==> config.mk <==
export PLATFORM = sky130hd
export DESIGN_NAME = fetch_unit_flat
export DESIGN_NICKNAME = d
export VERILOG_FILES = /design/src/rtl/fetch_unit_if.sv /design/src/rtl/fetch_unit.sv /design/src/flat_wrapper.sv
export SDC_FILE = /design/constraint.sdc
export NUM_CORES = 1
export LEC_CHECK = 0
export CORE_ASPECT_RATIO = 1.4
export CORE_UTILIZATION = 45
export DETAILED_ROUTE_END_ITERATION = 8
export MAX_ROUTING_LAYER = met4
export PLACE_DENSITY = 0.69
export SETUP_SLACK_MARGIN = 0.2
export SLEW_MARGIN = 20
export SYNTH_ARGS = -nofsm -noshare
export SYNTH_HDL_FRONTEND = slang
export SYNTH_SLANG_ARGS = --single-unit
==> constraint.sdc <==
create_clock -name clk -period 3.2 [get_ports clk]
set_input_delay 0.64 -clock clk [delete_from_list [all_inputs] [get_ports clk]]
set_output_delay 0.64 -clock clk [all_outputs]
set_load 0.02 [all_outputs]
==> src/rtl/fetch_unit_if.sv <==
// rtl/fetch_unit_if.sv - instruction-memory and decode-side handshake bundle for fetch_unit.
interface fetch_unit_if;
  logic        imem_req;
  logic [31:0] imem_addr;
  logic        imem_ack;
  logic [31:0] imem_rdata;
  logic        instr_valid;
  logic        instr_ready;
  logic [31:0] Instr;
  logic [31:0] instr_pc;

  modport master (
    output imem_req, imem_addr, instr_valid, Instr, instr_pc,
    input  imem_ack, imem_rdata, instr_ready
  );

  modport slave (
    input  imem_req, imem_addr, instr_valid, Instr, instr_pc,
    output imem_ack, imem_rdata, instr_ready
  );
endinterface

==> src/rtl/fetch_unit.sv <==
// rtl/fetch_unit.sv - fetch PC, single-outstanding imem handshake and prefetch FIFO.
// Optional FETCH_PERF_CNT_EN adds perf_fetched/perf_flushes/perf_starve counters.
module fetch_unit #(
  parameter int          DEPTH    = 4,
  parameter logic [31:0] RESET_PC = 32'h0000_0000
) (
  input  logic         clk,
  input  logic         reset,
  fetch_unit_if.master bus,
  input  logic         PCSrc,
  input  logic [31:0]  redirect_pc
`ifdef FETCH_PERF_CNT_EN
  ,
  output logic [31:0]  perf_fetched,
  output logic [31:0]  perf_flushes,
  output logic [31:0]  perf_starve
`endif
);

  localparam int PW = $clog2(DEPTH);
  localparam int CW = PW + 1;
  localparam logic [CW-1:0] DEPTH_C = CW'(DEPTH);

  logic [31:0]   word_q [DEPTH];
  logic [31:0]   word_d [DEPTH];
  logic [31:0]   pc_q   [DEPTH];
  logic [31:0]   pc_d   [DEPTH];
  logic [PW-1:0] rd_ptr_q, rd_ptr_d, wr_ptr_q, wr_ptr_d;
  logic [CW-1:0] count_q, count_d;
  logic [31:0]   fetch_pc_q, fetch_pc_d;
  logic [31:0]   imem_addr_q, imem_addr_d;
  logic          imem_req_q, imem_req_d;
  logic          discard_q, discard_d;

  logic ack, push, pop, hold, instr_valid;

  always_comb begin
    instr_valid = (count_q != '0);
    ack         = imem_req_q & bus.imem_ack;
    // A redirect wins over both FIFO ports in the same cycle.
    push        = ack & ~discard_q & ~PCSrc;
    pop         = instr_valid & bus.instr_ready & ~PCSrc;
    hold        = imem_req_q & ~bus.imem_ack;

    word_d   = word_q;
    pc_d     = pc_q;
    rd_ptr_d = rd_ptr_q;
    wr_ptr_d = wr_ptr_q;
    count_d  = count_q;
    if (push) begin
      word_d[wr_ptr_q] = bus.imem_rdata;
      pc_d[wr_ptr_q]   = imem_addr_q;
      wr_ptr_d         = wr_ptr_q + PW'(1);
    end
    if (pop) rd_ptr_d = rd_ptr_q + PW'(1);
    case ({push, pop})
      2'b10:   count_d = count_q + CW'(1);
      2'b01:   count_d = count_q - CW'(1);
      default: count_d = count_q;
    endcase

    fetch_pc_d = fetch_pc_q;
    discard_d  = discard_q;
    if (PCSrc) begin
      rd_ptr_d   = '0;
      wr_ptr_d   = '0;
      count_d    = '0;
      fetch_pc_d = redirect_pc & 32'hFFFF_FFFC;
      discard_d  = hold;
    end else begin
      if (push) fetch_pc_d = imem_addr_q + 32'd4;
      if (ack)  discard_d  = 1'b0;
    end

    // An un-acked request is held unchanged, even across a redirect.
    if (hold) begin
      imem_req_d  = 1'b1;
      imem_addr_d = imem_addr_q;
    end else begin
      imem_req_d  = (count_d < DEPTH_C);
      imem_addr_d = fetch_pc_d;
    end
  end

  always_ff @(posedge clk) begin
    if (reset) begin
      rd_ptr_q    <= '0;
      wr_ptr_q    <= '0;
      count_q     <= '0;
      fetch_pc_q  <= RESET_PC;
      imem_addr_q <= RESET_PC;
      imem_req_q  <= 1'b0;
      discard_q   <= 1'b0;
    end else begin
      rd_ptr_q    <= rd_ptr_d;
      wr_ptr_q    <= wr_ptr_d;
      count_q     <= count_d;
      fetch_pc_q  <= fetch_pc_d;
      imem_addr_q <= imem_addr_d;
      imem_req_q  <= imem_req_d;
      discard_q   <= discard_d;
    end
  end

  always_ff @(posedge clk) begin
    word_q <= word_d;
    pc_q   <= pc_d;
  end

  assign bus.imem_req    = imem_req_q;
  assign bus.imem_addr   = imem_addr_q;
  assign bus.instr_valid = instr_valid;
  assign bus.Instr       = instr_valid ? word_q[rd_ptr_q] : 32'd0;
  assign bus.instr_pc    = instr_valid ? pc_q[rd_ptr_q] : 32'd0;

`ifdef FETCH_PERF_CNT_EN
  logic [31:0] perf_fetched_q, perf_fetched_d;
  logic [31:0] perf_flushes_q, perf_flushes_d;
  logic [31:0] perf_starve_q, perf_starve_d;

  always_comb begin
    perf_fetched_d = perf_fetched_q + 32'(push);
    perf_flushes_d = perf_flushes_q + 32'(PCSrc);
    perf_starve_d  = perf_starve_q + 32'(~instr_valid);
  end

  always_ff @(posedge clk) begin
    if (reset) begin
      perf_fetched_q <= '0;
      perf_flushes_q <= '0;
      perf_starve_q  <= '0;
    end else begin
      perf_fetched_q <= perf_fetched_d;
      perf_flushes_q <= perf_flushes_d;
      perf_starve_q  <= perf_starve_d;
    end
  end

  assign perf_fetched = perf_fetched_q;
  assign perf_flushes = perf_flushes_q;
  assign perf_starve  = perf_starve_q;
`endif

endmodule

==> src/flat_wrapper.sv <==
// flat-port wrapper written by rule: the top's interface ports become plain ports
module fetch_unit_flat 
#(
  parameter int          DEPTH    = 4,
  parameter logic [31:0] RESET_PC = 32'h0000_0000
)
  (clk, reset, PCSrc, redirect_pc, bus_imem_req, bus_imem_addr, bus_instr_valid, bus_Instr, bus_instr_pc, bus_imem_ack, bus_imem_rdata, bus_instr_ready);
  fetch_unit_if bus_i ();
  input  logic clk;
  input  logic reset;
  input  logic PCSrc;
  input  logic [31:0] redirect_pc;
  output wire logic [$bits(bus_i.imem_req)-1:0] bus_imem_req;
  output wire logic [$bits(bus_i.imem_addr)-1:0] bus_imem_addr;
  output wire logic [$bits(bus_i.instr_valid)-1:0] bus_instr_valid;
  output wire logic [$bits(bus_i.Instr)-1:0] bus_Instr;
  output wire logic [$bits(bus_i.instr_pc)-1:0] bus_instr_pc;
  input wire logic [$bits(bus_i.imem_ack)-1:0] bus_imem_ack;
  input wire logic [$bits(bus_i.imem_rdata)-1:0] bus_imem_rdata;
  input wire logic [$bits(bus_i.instr_ready)-1:0] bus_instr_ready;
  assign bus_imem_req = bus_i.imem_req;
  assign bus_imem_addr = bus_i.imem_addr;
  assign bus_instr_valid = bus_i.instr_valid;
  assign bus_Instr = bus_i.Instr;
  assign bus_instr_pc = bus_i.instr_pc;
  assign bus_i.imem_ack = bus_imem_ack;
  assign bus_i.imem_rdata = bus_imem_rdata;
  assign bus_i.instr_ready = bus_instr_ready;
  fetch_unit #(.DEPTH(DEPTH), .RESET_PC(RESET_PC)) u_core (.clk(clk), .reset(reset), .bus(bus_i), .PCSrc(PCSrc), .redirect_pc(redirect_pc));
endmodule
==> results of run 1 <==
## cell families (layout without fill, tap and decap cells)
| family | count (synthesis) | count (layout) | share of synthesized area [%] |
|---|---|---|---|
| xor gates and xnor gates | 25 | 25 | 1.64 |
| buffers and inverters | 68 | 271 | 2.26 |
| and+or+nand+nor | 242 | 242 | 9.83 |
| adders and majority gates | 7 | 7 | 0.711 |
| DFF | 329 | 329 | 68.5 |
| muxes | 66 | 66 | 10.9 |
| AOI/OAI and AO/OA | 122 | 122 | 6.18 |
## final timing paths
| kind | slack (ns) | endpoint |
|---|---|---|
| max | 0.26 | bus_instr_pc[20] |
| min | 0.46 | u_core.fetch_pc_q[0]$_SDFF_PP0_ |
| max reg2reg | 0.75 | u_core.bus.imem_req$_SDFF_PP0_ |
| min reg2reg | 0.46 | u_core.fetch_pc_q[0]$_SDFF_PP0_ |
## state kept, by name (all words and copies together) (netlist names)
name,cells
u_core.count_q,3
u_core.pc_q,128
u_core.wr_ptr_q,2
u_core.rd_ptr_q,2
u_core.bus.imem_req,1
u_core.bus.imem_addr,32
u_core.word_q,128
u_core.fetch_pc_q,32
u_core.discard_q,1
## where the power goes
group	total, mW	internal (mW)	switching, mW
Sequential	4.77	4.69	0.0865
Clock	3.33	1.80	1.53
Combinational	0.541	0.254	0.287
Total	8.64	6.74	1.90
## per-stage QoR
stage	hold slack (ns)	util [%]	setup WS, ns	power [mW]	cell area [um^2]
after CTS	0.460	57.0	0.113	8.71	16600
after floorplan	0.436	-	0.599	5.12	13400
after global routing	0.485	57.1	0.178	8.92	16700
after global placement	0.443	53.8	0.391	5.40	15700
after detailed placement	0.450	53.8	0.403	5.42	15700
final	0.460	57.1	0.256	8.64	16700
## cell usage after synthesis, types with 9 or more instances
master,n
nand2_1,40
and3_1,15
inv_1,10
clkbuf_1,36
buf_2,13
a211oi_1,15
nor2_1,56
dfxtp_1,73
o21ai_0,19
o22ai_1,12
a31oi_1,13
and2_1,75
a21oi_1,26
xnor2_1,9
nand4_1,10
edfxtp_1,256
mux4_2,64
xor2_1,16
nand3_1,11
## cell type report
class	count	share of cell area, %
flip-flops and latches	329	54.9
multi-input cells	462	23.6
well taps	380	2.85
repair buffers	207	12.9
inverters	11	0.248
clock inverters	15	0.541
clock buffers	38	4.86
## tightest hold or removal path: stages (launching register included)
cell     delay (ns)
dfxtp_1        0.31
nand2_1        0.05
a21oi_1        0.05
## routing by layer
layer,track usage [%],up-vias
met1,24.8,4033
met2,35.9,209
li1,-,3685
met4,6.96,0
met5,-,-
met3,2.01,49
## repair_timing
action	CTS	global route
gates cloned	1	0
resized for setup	65	1
endpoints found under the setup margin	65	12
pin swaps	0	0
setup buffers	6	2
==> metrics.csv, run 1 <==
metric,value,unit
cts_max_level,1,
grt_use_total,20.5,%
fp.dieH,206,um
leakagePower,5.80,nW
cp_max_fo,7,
top_layer_used,met4,
period_share,92.0,%
r2r.worst_path.cells,9,
layout.nets,1116,
ys.flop_type,edfxtp_1,
drt_iter0_drc,444,
register_area,0.00916,mm^2
stdcell_count,1442,
arrival,2.30,ns
grt_pass1_wl,46.0,mm
first_global_vias,8164,
synth_area,0.0134,mm^2
slew_headroom,55.4,%
drive_gt1_share,16.7,%
drc,0,
path_cells,buf_4 -> mux4_2 -> and2_1 -> dlygate4sd2_1,
critPathMaxStageDelay,0.59,ns
critPathCaptureType,output pin,
antenna_found_initial,0,
ios,167,
worst_setup_path_start_kind,flip-flop,
hold_path_depth,2,
clk-insertion-delay-late,0.56,ns
tightest_slew,0.669,ns
syn-num-nets,935,
cts_tree,built,
path_clk_slew,0.07,ns
die_x,148,um
critPathTopFamily,multiplexers,
start_util,45.8,%
cp_num_buf_inv,2,
io_buffers,164,
synth_top_cell_area_share,57.5,%
avgRoutedWirePerCell,20.5,um
gp_congestion,0.783,
area.growth.synth_to_final,24.7,%
hp-start,u_core.fetch_pc_q[0]$_SDFF_PP0_,
antenna_cells,0,
p_per_area,518,mW/mm^2
ir_drop,339,uV
final_cell_mix,"256 x edfxtp_1, 99 x clkdlybuf4s50_1, 75 x and2_1",
status,completed,
reg2reg_from,u_core.count_q[1]$_SDFFE_PP0N_,
grt-ovfl-total,0,
finalClockSkew,0.0104,ns
ys_ff_latch,329,
grt_start_max_net_pins,60,
hp-class,flip-flop to flip-flop,
startpoint,u_core.rd_ptr_q[0]$_SDFFE_PP0P_,
vias,7976,
cts-buffers-inserted,29,
holdBufCountCts,0,
synthTopCellsByArea,"edfxtp_1 58%, dfxtp_1 11%, mux4_2 11%",
setup_viol,0,
max_freq,0.340,GHz
die_area,0.0304,mm^2
via_per_inst,5.53,
final_common_cell,edfxtp_1,
final.min_clock_period,2.94,ns
cts-root-buf,clkbuf_16,
dr_wl_met3,1.16,mm
ant_nets,0,
report.final.slew_viol_count,0,
dp_cells,1380,
cp_slowest_cell,mux4_2,
clkSinkCount,329,
async_flop_share,0,%
syn_avg_cell_area,15.6,um^2
seq_area_frac_synth,68.5,%
synth.distinct_cells,63,
core_area,0.0292,mm^2
yosys.area.top_type,edfxtp_1,
worst_ep_required_time,2.56,ns
synth_edf_count,256,
synth_cells,859,
maxCapViolations,0,
rsz0062_at_grt,yes,
crit_type,flip-flop to output pin,
critical_path_depth,4,
dpl.hpwl,18.6,mm
final-hold-violation-count,0,
wl_met2,15.6,mm
clockBufferDepth,3,
first_pass_iters,5,
tns,0,ns
row_count,74,
wl_met1,12.0,mm
num-fill-cells,2312,
yosys_warnings,0,
finalWirelength,29.5,mm
multiInputGateArea,0.00394,mm^2
Note: power is estimated with default switching activity, not from simulation.
==> inputs of run 2 (changes only) <==
--- a/config.mk
+++ b/config.mk
@@ -6,10 +6,11 @@
 export NUM_CORES = 1
 export LEC_CHECK = 0
 export CORE_ASPECT_RATIO = 1.4
-export CORE_UTILIZATION = 45
+export CORE_UTILIZATION = 50
 export DETAILED_ROUTE_END_ITERATION = 8
 export MAX_ROUTING_LAYER = met4
-export PLACE_DENSITY = 0.69
+export PLACE_DENSITY = 0.76
+export RECOVER_POWER = 25
 export SETUP_SLACK_MARGIN = 0.2
 export SLEW_MARGIN = 20
 export SYNTH_ARGS = -nofsm -noshare
==> run 2 against run 1 <==
Effect of this change:
- sequential share of layout area increased by 1.1 points
- flip-flop and latch count unchanged
- core utilization increased by 5.3 points
- final area decreased by 1.9%
- fmax increased by 0.75%
- via count decreased by 0.74%
- critical endpoint unchanged
- largest power group unchanged
- highest routed layer unchanged
==> metrics.csv, run 2 (synthesized netlist as in run 1, its figures left out) <==
metric,value,unit,change
status,completed,,unchanged
cts-root-buf,clkbuf_16,,unchanged
seq_power_share,55.8,%,was 55.2%
first_global_vias,8043,,was 8164
maxCapViolations,0,,unchanged
cts_tree,built,,unchanged
die_area,0.0274,mm^2,was 0.0304 mm^2
tightest_slew,0.657,ns,was 0.669 ns
slew_headroom,56.2,%,was 55.4%
report.final.slew_viol_count,0,,unchanged
cp_max_fo,6,,was 7
fp.dieH,195,um,was 206 um
worst_ep_required_time,2.56,ns,about the same
dpl.hpwl,17.6,mm,was 18.6 mm
p_switching,1.81,mW,was 1.90 mW
leakagePower,5.67,nW,was 5.80 nW
ant_nets,0,,unchanged
grt-ovfl-total,0,,unchanged
grt_pass1_wl,43.9,mm,was 46.0 mm
drive_gt1_share,14.9,%,was 16.7%
period_share,91.3,%,was 92.0%
critPathMaxStageDelay,0.50,ns,was 0.59 ns
clockBufferDepth,3,,unchanged
intPower,6.77,mW,was 6.74 mW
final-hold-violation-count,0,,unchanged
avgRoutedWirePerCell,20.2,um,was 20.5 um
top_layer_used,met4,,unchanged
finalWirelength,27.8,mm,was 29.5 mm
wl_met2,14.7,mm,was 15.6 mm
swShare,21.1,%,was 22.0%
hp-class,flip-flop to flip-flop,,unchanged
holdBufCountCts,0,,unchanged
antenna_found_initial,1,,was 0
area.growth.synth_to_final,22.4,%,was 24.7%
finalClockSkew,0.0223,ns,was 0.0104 ns
io_buffers,164,,unchanged
ir_drop,359,uV,was 339 uV
place_area,0.0155,mm^2,was 0.0157 mm^2
via_per_inst,5.75,,was 5.53
rsz0062_at_grt,yes,,unchanged
crit_type,flip-flop to output pin,,unchanged
clkSinkCount,329,,unchanged
dr_wl_met3,1.19,mm,was 1.16 mm
wl_met1,11.4,mm,was 12.0 mm
critPathTopFamily,buffers and inverters,,was multiplexers
arrival,2.28,ns,was 2.30 ns
final_util,62.5,%,was 57.1%
critPathCaptureType,output pin,,unchanged
vias,7917,,was 7976
cp_slowest_cell,mux4_2,,unchanged
cts-buffers-inserted,29,,unchanged
gp_congestion,0.785,,was 0.783
clk-insertion-delay-late,0.55,ns,was 0.56 ns
final.min_clock_period,2.92,ns,was 2.94 ns
p_clk_share,38.2,%,was 38.5%
cp_num_buf_inv,2,,unchanged
p_per_area,524,mW/mm^2,was 518 mW/mm^2
cts_max_level,1,,unchanged
final_common_cell,edfxtp_1,,unchanged
drt_iter0_drc,469,,was 444
path_cells,buf_4 -> mux4_2 -> and2_1 -> dlygate4sd2_1,,unchanged
pwr-share-comb,6.0,%,was 6.3%
layout.nets,1107,,was 1116
start_util,51.0,%,was 45.8%
path_clk_slew,0.06,ns,was 0.07 ns
max_freq,0.342,GHz,was 0.340 GHz
core_area,0.0262,mm^2,was 0.0292 mm^2
ios,167,,unchanged
drc,0,,unchanged
setup_viol,0,,unchanged
worst_setup_path_start_kind,flip-flop,,unchanged
postLayoutCellArea,0.0164,mm^2,was 0.0167 mm^2
reg_top3,"u_core.pc_q x128, u_core.word_q x128",,unchanged
die_x,140,um,was 148 um
grt_start_max_net_pins,47,,was 60
final_cell_mix,"256 x edfxtp_1, 79 x clkdlybuf4s50_1, 75 x and2_1",,"was 256 x edfxtp_1, 99 x clkdlybuf4s50_1, 75 x and2_1"
grt_use_total,21.5,%,was 20.5%
first_pass_iters,5,,unchanged
row_count,70,,was 74
tns,0,ns,unchanged
[run 2: changes by cell type in the layout (fill, tap and decap cells not counted), sizes merged, moves of 2 or more]
cell	before	now
clkbuf	38	41
dlygate4sd3	0	20
buf	43	35
clkdlybuf4s50	99	79
clkinv	12	9
bufinv	0	2
[run 2: per-layer routing]
layer / vias up / track usage [%]
met5: - / -
met4: 0 / 6.35
li1: 3668 / -
met3: 36 / 2.31
met1: 3977 / 26.6
met2: 236 / 37.3
[run 2: through the flow]
stage	power [mW]	instances	hold WS, ns	worst slack, ns
2_1_floorplan	5.12	859	0.436	0.599
3_3_place_gp	5.39	1321	0.444	0.405
3_5_place_dp	5.40	1321	0.455	0.371
4_1_cts	8.66	1377	0.464	0.217
5_1_grt	8.83	1378	0.488	0.171
6_report	8.57	1378	0.463	0.278
[run 2: power groups by stage]
| stage | clock network, mW | logic (mW) | registers (mW) |
|---|---|---|---|
| after floorplan | 0 | 0.246 | 4.88 |
| after global placement | 0 | 0.519 | 4.87 |
| after detailed placement | 0 | 0.528 | 4.88 |
| after CTS | 3.35 | 0.522 | 4.78 |
| after global routing | 3.48 | 0.557 | 4.79 |
| final | 3.28 | 0.514 | 4.78 |
[run 2: worst reg2reg max path, delay by kind of cell (launching register included)]
family        cells  cell delay (ns)
buf+inv           1             0.41
simple gates      5             1.71
flops             1             0.31
[run 2: layout make-up]
type | instances | area [um^2]
fill | 1932 | 9830
sequential | 329 | 9160
multi-input combinational | 462 | 3940
timing repair buffer | 198 | 1930
clock buffer | 40 | 767
tap | 324 | 405
clock inverter | 13 | 118
inverter | 11 | 41.3
antenna | 1 | 2.50
[run 2: final timing paths]
path	slack [ns]	cells past startpoint	end	startpoint
min reg2reg	0.46	2	u_core.fetch_pc_q[0]$_SDFF_PP0_	u_core.fetch_pc_q[0]$_SDFF_PP0_
max reg2reg	0.63	6	u_core.fetch_pc_q[19]$_SDFF_PP0_	u_core.bus.imem_addr[14]$_SDFFE_PP0N_
max	0.28	4	bus_instr_pc[20]	u_core.rd_ptr_q[0]$_SDFFE_PP0P_
min	0.46	2	u_core.fetch_pc_q[0]$_SDFF_PP0_	u_core.fetch_pc_q[0]$_SDFF_PP0_
[run 2: timing repair]
| action | in CTS | in global routing |
|---|---|---|
| resized for setup | 68 | 1 |
| endpoints found under the setup margin | 64 | 5 |
| hold endpoints to repair | 0 | 0 |
| setup buffers | 3 | 0 |
==> inputs of run 3 (changes only) <==
--- a/config.mk
+++ b/config.mk
@@ -12,7 +12,7 @@
 export PLACE_DENSITY = 0.76
 export RECOVER_POWER = 25
 export SETUP_SLACK_MARGIN = 0.2
-export SLEW_MARGIN = 20
+export SLEW_MARGIN = 40
 export SYNTH_ARGS = -nofsm -noshare
 export SYNTH_HDL_FRONTEND = slang
 export SYNTH_SLANG_ARGS = --single-unit
==> results of run 3 <==
The final DEF is identical to that of run 2; final timing and power are the same.
